**src/rtl/mem_arbiter_pkg.sv**
```systemverilog
// Shared types for the two-requester memory arbiter.
// Policy is selected by MEM_ARBITER_RR_EN (see mem_arbiter_pick).
package arb_types;

  typedef enum logic [1:0] {ARB_IDLE, ARB_SERVE_I, ARB_SERVE_D} arb_state_t;
  typedef enum logic       {ARB_SRC_I, ARB_SRC_D}                arb_src_t;
  typedef enum logic       {ARB_OP_READ, ARB_OP_WRITE}           arb_op_t;

  localparam int ARB_ADDR_W = 32;
  localparam int ARB_DATA_W = 32;

  // An illegal read+write request is treated as a write.
  function automatic arb_op_t op_of(input logic wr);
    return wr ? ARB_OP_WRITE : ARB_OP_READ;
  endfunction

endpackage

```
**src/rtl/mem_arbiter_if.sv**
```systemverilog
// Requester, memory and response signals of the arbiter.
// master = arbiter view, slave = requesters/memory view.
interface mem_arbiter_if #(
  parameter int ADDR_W = 32,
  parameter int DATA_W = 32
);
  localparam int MASK_W = DATA_W / 8;

  logic              i_read, i_write;
  logic [ADDR_W-1:0] i_addr;
  logic [DATA_W-1:0] i_wdata;
  logic [MASK_W-1:0] i_wmask;
  logic [DATA_W-1:0] i_rdata;
  logic              i_resp;

  logic              d_read, d_write;
  logic [ADDR_W-1:0] d_addr;
  logic [DATA_W-1:0] d_wdata;
  logic [MASK_W-1:0] d_wmask;
  logic [DATA_W-1:0] d_rdata;
  logic              d_resp;

  logic              mem_read, mem_write;
  logic [ADDR_W-1:0] mem_address;
  logic [DATA_W-1:0] mem_wdata;
  logic [MASK_W-1:0] mem_byte_enable;
  logic [DATA_W-1:0] mem_rdata;
  logic              mem_resp;

  modport master (
    input  i_read, i_write, i_addr, i_wdata, i_wmask,
    output i_rdata, i_resp,
    input  d_read, d_write, d_addr, d_wdata, d_wmask,
    output d_rdata, d_resp,
    output mem_read, mem_write, mem_address, mem_wdata, mem_byte_enable,
    input  mem_rdata, mem_resp
  );

  modport slave (
    output i_read, i_write, i_addr, i_wdata, i_wmask,
    input  i_rdata, i_resp,
    output d_read, d_write, d_addr, d_wdata, d_wmask,
    input  d_rdata, d_resp,
    input  mem_read, mem_write, mem_address, mem_wdata, mem_byte_enable,
    output mem_rdata, mem_resp
  );
endinterface

```
**src/rtl/mem_arbiter_pick.sv**
```systemverilog
// Combinational winner select. MEM_ARBITER_RR_EN: ties alternate using
// last_src; otherwise the data side wins every tie.
module mem_arbiter_pick
  import arb_types::*;
(
  input  logic     i_req,
  input  logic     d_req,
`ifdef MEM_ARBITER_RR_EN
  input  arb_src_t last_src,
`endif
  output logic     grant,
  output arb_src_t winner
);

  always_comb begin
    grant  = i_req | d_req;
    winner = ARB_SRC_D;
    if (i_req && !d_req) begin
      winner = ARB_SRC_I;
    end else if (i_req && d_req) begin
`ifdef MEM_ARBITER_RR_EN
      winner = (last_src == ARB_SRC_D) ? ARB_SRC_I : ARB_SRC_D;
`else
      winner = ARB_SRC_D;
`endif
    end
  end

endmodule

```
**src/rtl/mem_arbiter.sv**
```systemverilog
// Shares one memory port between instruction and data requesters.
// Optional round-robin tie-break with MEM_ARBITER_RR_EN.
module mem_arbiter
  import arb_types::*;
#(
  parameter int ADDR_W = ARB_ADDR_W,
  parameter int DATA_W = ARB_DATA_W
) (
  input  logic          clk,
  input  logic          rst_n,
  mem_arbiter_if.master bus,
  output logic          busy
);

  localparam int MASK_W = DATA_W / 8;

  arb_state_t state;
  logic       i_req, d_req, grant;
  arb_src_t   winner;
  arb_op_t    win_op;

  assign i_req = bus.i_read | bus.i_write;
  assign d_req = bus.d_read | bus.d_write;

`ifdef MEM_ARBITER_RR_EN
  arb_src_t last_src;
`endif

  mem_arbiter_pick u_pick (
    .i_req    (i_req),
    .d_req    (d_req),
`ifdef MEM_ARBITER_RR_EN
    .last_src (last_src),
`endif
    .grant    (grant),
    .winner   (winner)
  );

  assign win_op = op_of((winner == ARB_SRC_D) ? bus.d_write : bus.i_write);

  // Memory command is only ever driven from these registers; the
  // requesters' live inputs are ignored once a grant is taken.
  always_ff @(posedge clk or negedge rst_n) begin
    if (!rst_n) begin
      state               <= ARB_IDLE;
      bus.mem_read        <= 1'b0;
      bus.mem_write       <= 1'b0;
      bus.mem_address     <= '0;
      bus.mem_wdata       <= '0;
      bus.mem_byte_enable <= '0;
`ifdef MEM_ARBITER_RR_EN
      last_src            <= ARB_SRC_I;
`endif
    end else begin
      case (state)
        ARB_IDLE: if (grant) begin
          state         <= (winner == ARB_SRC_D) ? ARB_SERVE_D : ARB_SERVE_I;
          bus.mem_read  <= (win_op == ARB_OP_READ);
          bus.mem_write <= (win_op == ARB_OP_WRITE);
          if (winner == ARB_SRC_D) begin
            bus.mem_address     <= bus.d_addr;
            bus.mem_wdata       <= bus.d_wdata;
            bus.mem_byte_enable <= bus.d_wmask;
          end else begin
            bus.mem_address     <= bus.i_addr;
            bus.mem_wdata       <= bus.i_wdata;
            bus.mem_byte_enable <= bus.i_wmask;
          end
`ifdef MEM_ARBITER_RR_EN
          last_src <= winner;
`endif
        end
        ARB_SERVE_I, ARB_SERVE_D: if (bus.mem_resp) begin
          // Forced return to IDLE guarantees a gap cycle between grants.
          state         <= ARB_IDLE;
          bus.mem_read  <= 1'b0;
          bus.mem_write <= 1'b0;
        end
        default: state <= ARB_IDLE;
      endcase
    end
  end

  assign busy        = (state != ARB_IDLE);
  assign bus.i_resp  = (state == ARB_SERVE_I) & bus.mem_resp;
  assign bus.d_resp  = (state == ARB_SERVE_D) & bus.mem_resp;
  assign bus.i_rdata = (state == ARB_SERVE_I) ? bus.mem_rdata : '0;
  assign bus.d_rdata = (state == ARB_SERVE_D) ? bus.mem_rdata : '0;

endmodule

```
**src/flat_wrapper.sv**
```systemverilog
// flat-port wrapper written by rule: the top's interface ports become plain ports
module mem_arbiter_flat import arb_types::*;
#(
  parameter int ADDR_W = ARB_ADDR_W,
  parameter int DATA_W = ARB_DATA_W
)
  (clk, rst_n, busy, bus_i_read, bus_i_write, bus_i_addr, bus_i_wdata, bus_i_wmask, bus_i_rdata, bus_i_resp, bus_d_read, bus_d_write, bus_d_addr, bus_d_wdata, bus_d_wmask, bus_d_rdata, bus_d_resp, bus_mem_read, bus_mem_write, bus_mem_address, bus_mem_wdata, bus_mem_byte_enable, bus_mem_rdata, bus_mem_resp);
  mem_arbiter_if #(.ADDR_W(ADDR_W), .DATA_W(DATA_W)) bus_i ();
  input  logic clk;
  input  logic rst_n;
  output logic busy;
  input wire logic [$bits(bus_i.i_read)-1:0] bus_i_read;
  input wire logic [$bits(bus_i.i_write)-1:0] bus_i_write;
  input wire logic [$bits(bus_i.i_addr)-1:0] bus_i_addr;
  input wire logic [$bits(bus_i.i_wdata)-1:0] bus_i_wdata;
  input wire logic [$bits(bus_i.i_wmask)-1:0] bus_i_wmask;
  output wire logic [$bits(bus_i.i_rdata)-1:0] bus_i_rdata;
  output wire logic [$bits(bus_i.i_resp)-1:0] bus_i_resp;
  input wire logic [$bits(bus_i.d_read)-1:0] bus_d_read;
  input wire logic [$bits(bus_i.d_write)-1:0] bus_d_write;
  input wire logic [$bits(bus_i.d_addr)-1:0] bus_d_addr;
  input wire logic [$bits(bus_i.d_wdata)-1:0] bus_d_wdata;
  input wire logic [$bits(bus_i.d_wmask)-1:0] bus_d_wmask;
  output wire logic [$bits(bus_i.d_rdata)-1:0] bus_d_rdata;
  output wire logic [$bits(bus_i.d_resp)-1:0] bus_d_resp;
  output wire logic [$bits(bus_i.mem_read)-1:0] bus_mem_read;
  output wire logic [$bits(bus_i.mem_write)-1:0] bus_mem_write;
  output wire logic [$bits(bus_i.mem_address)-1:0] bus_mem_address;
  output wire logic [$bits(bus_i.mem_wdata)-1:0] bus_mem_wdata;
  output wire logic [$bits(bus_i.mem_byte_enable)-1:0] bus_mem_byte_enable;
  input wire logic [$bits(bus_i.mem_rdata)-1:0] bus_mem_rdata;
  input wire logic [$bits(bus_i.mem_resp)-1:0] bus_mem_resp;
  assign bus_i.i_read = bus_i_read;
  assign bus_i.i_write = bus_i_write;
  assign bus_i.i_addr = bus_i_addr;
  assign bus_i.i_wdata = bus_i_wdata;
  assign bus_i.i_wmask = bus_i_wmask;
  assign bus_i_rdata = bus_i.i_rdata;
  assign bus_i_resp = bus_i.i_resp;
  assign bus_i.d_read = bus_d_read;
  assign bus_i.d_write = bus_d_write;
  assign bus_i.d_addr = bus_d_addr;
  assign bus_i.d_wdata = bus_d_wdata;
  assign bus_i.d_wmask = bus_d_wmask;
  assign bus_d_rdata = bus_i.d_rdata;
  assign bus_d_resp = bus_i.d_resp;
  assign bus_mem_read = bus_i.mem_read;
  assign bus_mem_write = bus_i.mem_write;
  assign bus_mem_address = bus_i.mem_address;
  assign bus_mem_wdata = bus_i.mem_wdata;
  assign bus_mem_byte_enable = bus_i.mem_byte_enable;
  assign bus_i.mem_rdata = bus_mem_rdata;
  assign bus_i.mem_resp = bus_mem_resp;
  mem_arbiter #(.ADDR_W(ADDR_W), .DATA_W(DATA_W)) u_core (.clk(clk), .rst_n(rst_n), .bus(bus_i), .busy(busy));
endmodule
```
**config.mk**
```make
export PLATFORM = sky130hd
export DESIGN_NAME = mem_arbiter_flat
export DESIGN_NICKNAME = d
export VERILOG_FILES = /design/src/rtl/mem_arbiter_pkg.sv /design/src/rtl/mem_arbiter_if.sv /design/src/rtl/mem_arbiter_pick.sv /design/src/rtl/mem_arbiter.sv /design/src/flat_wrapper.sv
export SDC_FILE = /design/constraint.sdc
export NUM_CORES = 1
export LEC_CHECK = 0
export ABC_CLOCK_PERIOD_IN_PS = 1900
export BUFFER_PORTS_ARGS = -buffer_cell sky130_fd_sc_hd__buf_4
export CORE_AREA = 3 3 122 124
export CTS_CLUSTER_DIAMETER = 50
export DETAILED_ROUTE_END_ITERATION = 7
export DIE_AREA = 0 0 125 127
export PLACE_DENSITY = 0.69
export RECOVER_POWER = 25
export SLEW_MARGIN = 20
export SYNTH_ARGS = -nofsm -noshare
export SYNTH_HDL_FRONTEND = slang
export SYNTH_SLANG_ARGS = --single-unit
```
**constraint.sdc**
```tcl
create_clock -name clk -period 1.9 [get_ports clk]
set_clock_uncertainty 0.05 [all_clocks]
set_input_delay 0.285 -clock clk [delete_from_list [all_inputs] [get_ports clk]]
set_output_delay 0.285 -clock clk [all_outputs]
set_load 0.02 [all_outputs]
```
After elaboration in Yosys (flattened, before gate mapping)
Index checks and enable logic that the tools add are counted.

Flip-flop bits (word level): 72. Bits in latches: 0. RAM bits: 0. Bits in read-only memories: 0. Output and inout port bits: 137. Logic and storage cells: 41. Memories: 0.

Add/subtract/negate cells: 0. $mul: 0. Div/mod/pow operators: 0. $lt $le $gt $ge: 0. Eq/ne operators: 4. Shift-type cells: 0. Mux-type cells: 16. Bitwise operators: 6. Reduce and logical (&&, ||, !) cells: 9.

Operators with widths (count): $mux 32 (4); $mux 2 (3); $mux 1 (5); $mux 4 (1); $pmux 1 s2 (2); $pmux 2 s2 (1); $reduce_and 2->1 (2); $reduce_bool 2->1 (2); $or 1x1->1 (3); $reduce_and 3->1 (1); $and 1x1->1 (2); $eq 2x1->1 const B (1); $eq 2x2->1 const B (1); $logic_not 2->1 (1); $ne 2x1->1 const B (1); $ne 2x2->1 const B (1); $reduce_or 2->1 (1); $logic_and 1x1->1 (1); $logic_not 1->1 (1); $not 1->1 (1).

Logic depth before layout (Yosys ltp)
Word-level depth: 8. Depth in mapped cells: 8.

By module
Synthesis repeated with hierarchy kept, for this count alone.

Cell total of the unflattened synthesis: 400. Area total of the unflattened synthesis: 3903.7 um2.

Modules (own cells, without submodules): mem_arbiter (instances 1, cells an instance 398, area each 3891.2 um2, seq. area each 1801.7 um2); mem_arbiter_pick (instances 1, cells an instance 2, area each 12.5 um2, seq. area each 0.0 um2).

Least setup slack after synthesis
Ideal clock, no wire load.

Kind: register to register. Start: reg u_core.state[0]. End: reg u_core.bus.mem_address[28]. Setup time: 0.123 ns. Arrival time: 1.554 ns. Setup slack: 0.173 ns. Cell stages (with the launch flop): 9. Cells stage by stage: dfrtp_1 > inv_1 > ha_1 > buf_4 > nor3b_2 > o21ai_2 > buf_6 > buf_2 > o221a_2.

Cells in the longest elaborated chain, start to end: 2.

Ends and longest elaborated chain: from (decl) (RTL line mem_arbiter.sv:17) `arb_state_t state;`; from (signal assigned) (RTL line mem_arbiter.sv:57) `state <= (winner == ARB_SRC_D) ? ARB_SERVE_D : ARB_SERVE_I;`; $logic_not 2->1 (RTL line mem_arbiter.sv:55) `case (state)`; $reduce_and 2->1 (no source line); to (signal assigned) (RTL line mem_arbiter.sv:61) `bus.mem_address <= bus.d_addr;`; to (signal assigned) (RTL line mem_arbiter.sv:65) `bus.mem_address <= bus.i_addr;`; to (decl) (RTL line mem_arbiter_if.sv:35) `output mem_read, mem_write, mem_address, mem_wdata, mem_byte_enable,`.

Every way passes these cells. A chain may end at the register's enable or synchronous reset.

Worst setup path after layout
Start: reg u_core.state[0]. End: out bus_d_rdata[0].

Cells in the longest elaborated chain, start to end: 2.

Ends and longest elaborated chain: $eq 2x2->1 (RTL line mem_arbiter.sv:88) `assign bus.d_rdata = (state == ARB_SERVE_D) ? bus.mem_rdata : '0;`; $mux 32 (RTL line mem_arbiter.sv:88); to (decl) (RTL line flat_wrapper.sv:24) `output wire logic [$bits(bus_i.d_rdata)-1:0] bus_d_rdata;`.

Every way passes these cells.

==> results.ini <==
[synth]
yosysTopAreaCell = sky130_fd_sc_hd__dfrtp_1
post_syn_area_um2 = 3750
yosys_register_bits = 72
synthesis.instances = 329
post-synth-top-area-fraction = 0.480
synth_cell_type_count = 24
synthTopCellsByArea = sky130_fd_sc_hd__dfrtp_1 (48%), sky130_fd_sc_hd__o221a_2 (20%), sky130_fd_sc_hd__nand2b_1 (11%)
yosysSeqAreaShare = 0.480
main_combinational_cell_family_by_area_after_synthesis = simple AND/OR/NAND/NOR gates
postSynthNetCount = 507
synth_simple_gate_area_share = 0.236
ys.warnings.count = 0
post_synth_xor_area_fraction = 0
post_synth.cell_area_avg_um2 = 11.4
post_synth_mux_area_share = 0
synth_compound_area_frac = 0.231
post_synth_fa_ha_maj_area_fraction = 0.0100

[cts]
htreeDepth = 3
cts_tree = built
clk_transition_reported_paths_ns = 0.06
clock_tree.root_cell = sky130_fd_sc_hd__clkbuf_16
tritoncts_sinks = 72
worst_skew_pair_latency_ns = 0.32
cts-buffers-inserted = 9
cts_max_path_buffers = 2
post-cts-setup-buffers = 0

[pwr]
design_power_total_uw = 10700
cellLeakagePower_uw = 0.00315
worst_vdd_rail_ir_drop_uv = 792
powerDensity_nw_per_um2 = 1610

[timing]
grt_setup_unrepaired = no
setup_viol = 0
finalMaxSlewViolations = 0
finalHoldViolations = 0
max_slew.worst_pin.slew_ns = 0.898
sum_of_negative_setup_slack_ns = 0
maxClockFrequency_mhz = 552
timing.max_slew.rel_slack = 0.401
fin_crit_sh = 0.954
layout_min_cycle_time_ns = 1.81

[detailed_routing]
route.detailed.wl_per_inst_um = 17.7
route.detailed.drc = 0
detail-route-antenna-nets = 0
drt_first_iter_violations = 172
route.detailed.vias_per_inst = 4.80
number_of_vias_after_detailed_routing = 3928
drtPass1Iterations = 5
route.final.wire_length_mm = 14.5

[placement]
dpl-instance-area_um2 = 6300
hpwl_mm = 11.3
io_buffer_count = 311
place_congestion = 0.886
place.detailed.instances = 802

[min_path]
worstHoldPathCells = 2
holdPathEnd = u_core.bus.mem_address[4]
min_from = bus_i_addr[4]
hp-class = in2reg

[critical_path]
path_class = reg2out
timing.reg2reg.worst_path_depth = 6
worstSetupStartpointType = flop
critical_path_arrival_ns = 1.48
ff2ff_setup_slack_ns = 0.18
path_max_fanout = 33
critical_path.endpoint_type = output port
critical_path.n_buffers_inverters = 3
worstReg2RegEnd = u_core.bus.mem_address[11]
worstPathCellList = inv_1, ha_1, buf_8, and2_1, buf_4
critical-path-slowest-cell = sky130_fd_sc_hd__dfrtp_1
top_family_by_delay_on_critical_path = buffers and inverters
worstReg2RegStart = u_core.state[0]
cp.required_ns = 1.56
worst_path_largest_cell_delay_ns = 0.38

[cells_and_area]
area_delta_synth_final_pct = 76.3
fin_area_um2 = 6610
layout.filler_cells = 1308
drive_above_1_share = 0.640
antennaDiodeCount = 0
ff_latch_area_um2 = 1800
finalNetCount = 812
final_cell_count_no_fill = 819
final_core_util = 0.476
area_of_the_multi_input_gates_um2 = 1810

[grt]
gr-total-overflow = 0
number_of_antenna_violations_at_the_first_check_in_global_routing = 0
first_pass_grt_wire_length_mm = 22.0
first_global_vias = 4074
grt_usage = 0.173
grt_start_max_net_pins = 48

[floorplan]
die-width_um = 125
vertical_die_dimension_um = 127
core-area_um2 = 13900
top_level_ports = 312
floorplan.rows = 43
initial_util = 0.270
die-area_um2 = 15900

[outcome]
status = finished clean

[run]
max-cap-violations = 0

[state kept, by name (all words and copies together), names as in the netlist]
name	count
u_core.bus.mem_address	32
u_core.bus.mem_byte_enable	4
u_core.bus.mem_read	1
u_core.bus.mem_wdata	32
u_core.bus.mem_write	1
u_core.state	2
[metrics by stage]
stage / hold slack (ns) / setup slack (ns)
after floorplan: -0.0606 / 0.173
after global routing: 0.160 / 0.000515
after detailed placement: 0.214 / 0.184
after CTS: 0.160 / 0.0290
after global placement: 0.218 / 0.224
final: 0.173 / 0.0873
[repair_timing]
item / 4_1_cts / 5_1_grt
pin swaps: 0 / 0
endpoints found under the setup margin: 1 / 36
endpoints found under the hold margin: 31 / 0
hold buffers: 1 / 0
resized for setup: 1 / 2
[logic make-up after synthesis]
group | count (synthesis)
fa+ha+maj | 3
buf+inv | 32
compound gates | 80
flops | 72
simple gates | 142
[cell type report]
cell class / count / area share
Clock inverter: 7 / 0.0110
Sequential cell: 72 / 0.272
Inverter: 4 / 0.00227
Clock buffer: 9 / 0.0341
Timing Repair Buffer: 322 / 0.373
Multi-Input combinational cell: 225 / 0.273
Tap cell: 180 / 0.0341
[worst max-delay path by stage]
stage	cells after the start	startpoint	slack, ns	end
floorplan	8	u_core.state[0]	0.17	u_core.bus.mem_address[28]
global placement	6	u_core.state[0]	0.22	u_core.bus.mem_address[9]
detailed placement	6	u_core.state[0]	0.18	u_core.bus.mem_wdata[28]
CTS	5	u_core.state[1]	0.03	bus_i_resp
global route	5	u_core.state[1]	0.0005	bus_i_rdata[16]
finish	5	u_core.state[0]	0.09	bus_d_rdata[0]
[power breakdown]
group | internal (uW) | switching, uW | leakage (uW) | total, uW
Sequential | 2290 | 435 | 0.000801 | 2730
Combinational | 3090 | 3180 | 0.00221 | 6260
Clock | 1020 | 664 | 0.000141 | 1680
Total | 6400 | 4280 | 0.00315 | 10700
[routing by layer]
metal	track usage	wire length, um	part of all wire
met3	0.0535	1270	0.087
met2	0.322	7730	0.53
met4	0.0599	318	0.022
met1	0.186	5150	0.36
met5	0	0	0
[synthesized netlist by cell type]
library cell / n
sky130_fd_sc_hd__o311ai_0: 1
sky130_fd_sc_hd__ha_1: 3
sky130_fd_sc_hd__o41ai_4: 1
sky130_fd_sc_hd__nor2b_1: 1
sky130_fd_sc_hd__buf_2: 9
sky130_fd_sc_hd__a2111o_1: 1
sky130_fd_sc_hd__dfrtp_1: 72
sky130_fd_sc_hd__o21ai_2: 1
sky130_fd_sc_hd__nand3_1: 3
sky130_fd_sc_hd__o21ai_0: 3
sky130_fd_sc_hd__o21ai_1: 1
sky130_fd_sc_hd__nand2b_1: 68
sky130_fd_sc_hd__and2_1: 66
sky130_fd_sc_hd__nor3b_2: 1
sky130_fd_sc_hd__inv_1: 4
sky130_fd_sc_hd__buf_6: 3
sky130_fd_sc_hd__a21oi_1: 2
sky130_fd_sc_hd__clkbuf_1: 14
sky130_fd_sc_hd__o221a_2: 68
sky130_fd_sc_hd__nor2_1: 2
sky130_fd_sc_hd__o22ai_1: 1
sky130_fd_sc_hd__nor4_1: 1
sky130_fd_sc_hd__buf_4: 2
sky130_fd_sc_hd__o21a_1: 1
[layout by cell type (no fill, tap or decap), types with 2 or more instances in the layout]
| master | count |
|---|---|
| sky130_fd_sc_hd__a21oi_1 | 2 |
| sky130_fd_sc_hd__and2_1 | 66 |
| sky130_fd_sc_hd__buf_12 | 3 |
| sky130_fd_sc_hd__buf_4 | 315 |
| sky130_fd_sc_hd__clkbuf_16 | 9 |
| sky130_fd_sc_hd__clkinv_2 | 2 |
| sky130_fd_sc_hd__clkinv_4 | 2 |
| sky130_fd_sc_hd__clkinvlp_4 | 2 |
| sky130_fd_sc_hd__dfrtp_1 | 72 |
| sky130_fd_sc_hd__ha_1 | 3 |
| sky130_fd_sc_hd__inv_1 | 4 |
| sky130_fd_sc_hd__nand2b_1 | 68 |
| sky130_fd_sc_hd__nand3_1 | 3 |
| sky130_fd_sc_hd__nor2_1 | 2 |
| sky130_fd_sc_hd__o21ai_0 | 3 |
| sky130_fd_sc_hd__o21ai_4 | 2 |
| sky130_fd_sc_hd__o221a_2 | 68 |
No activity file was read; power rests on OpenSTA's default activity.
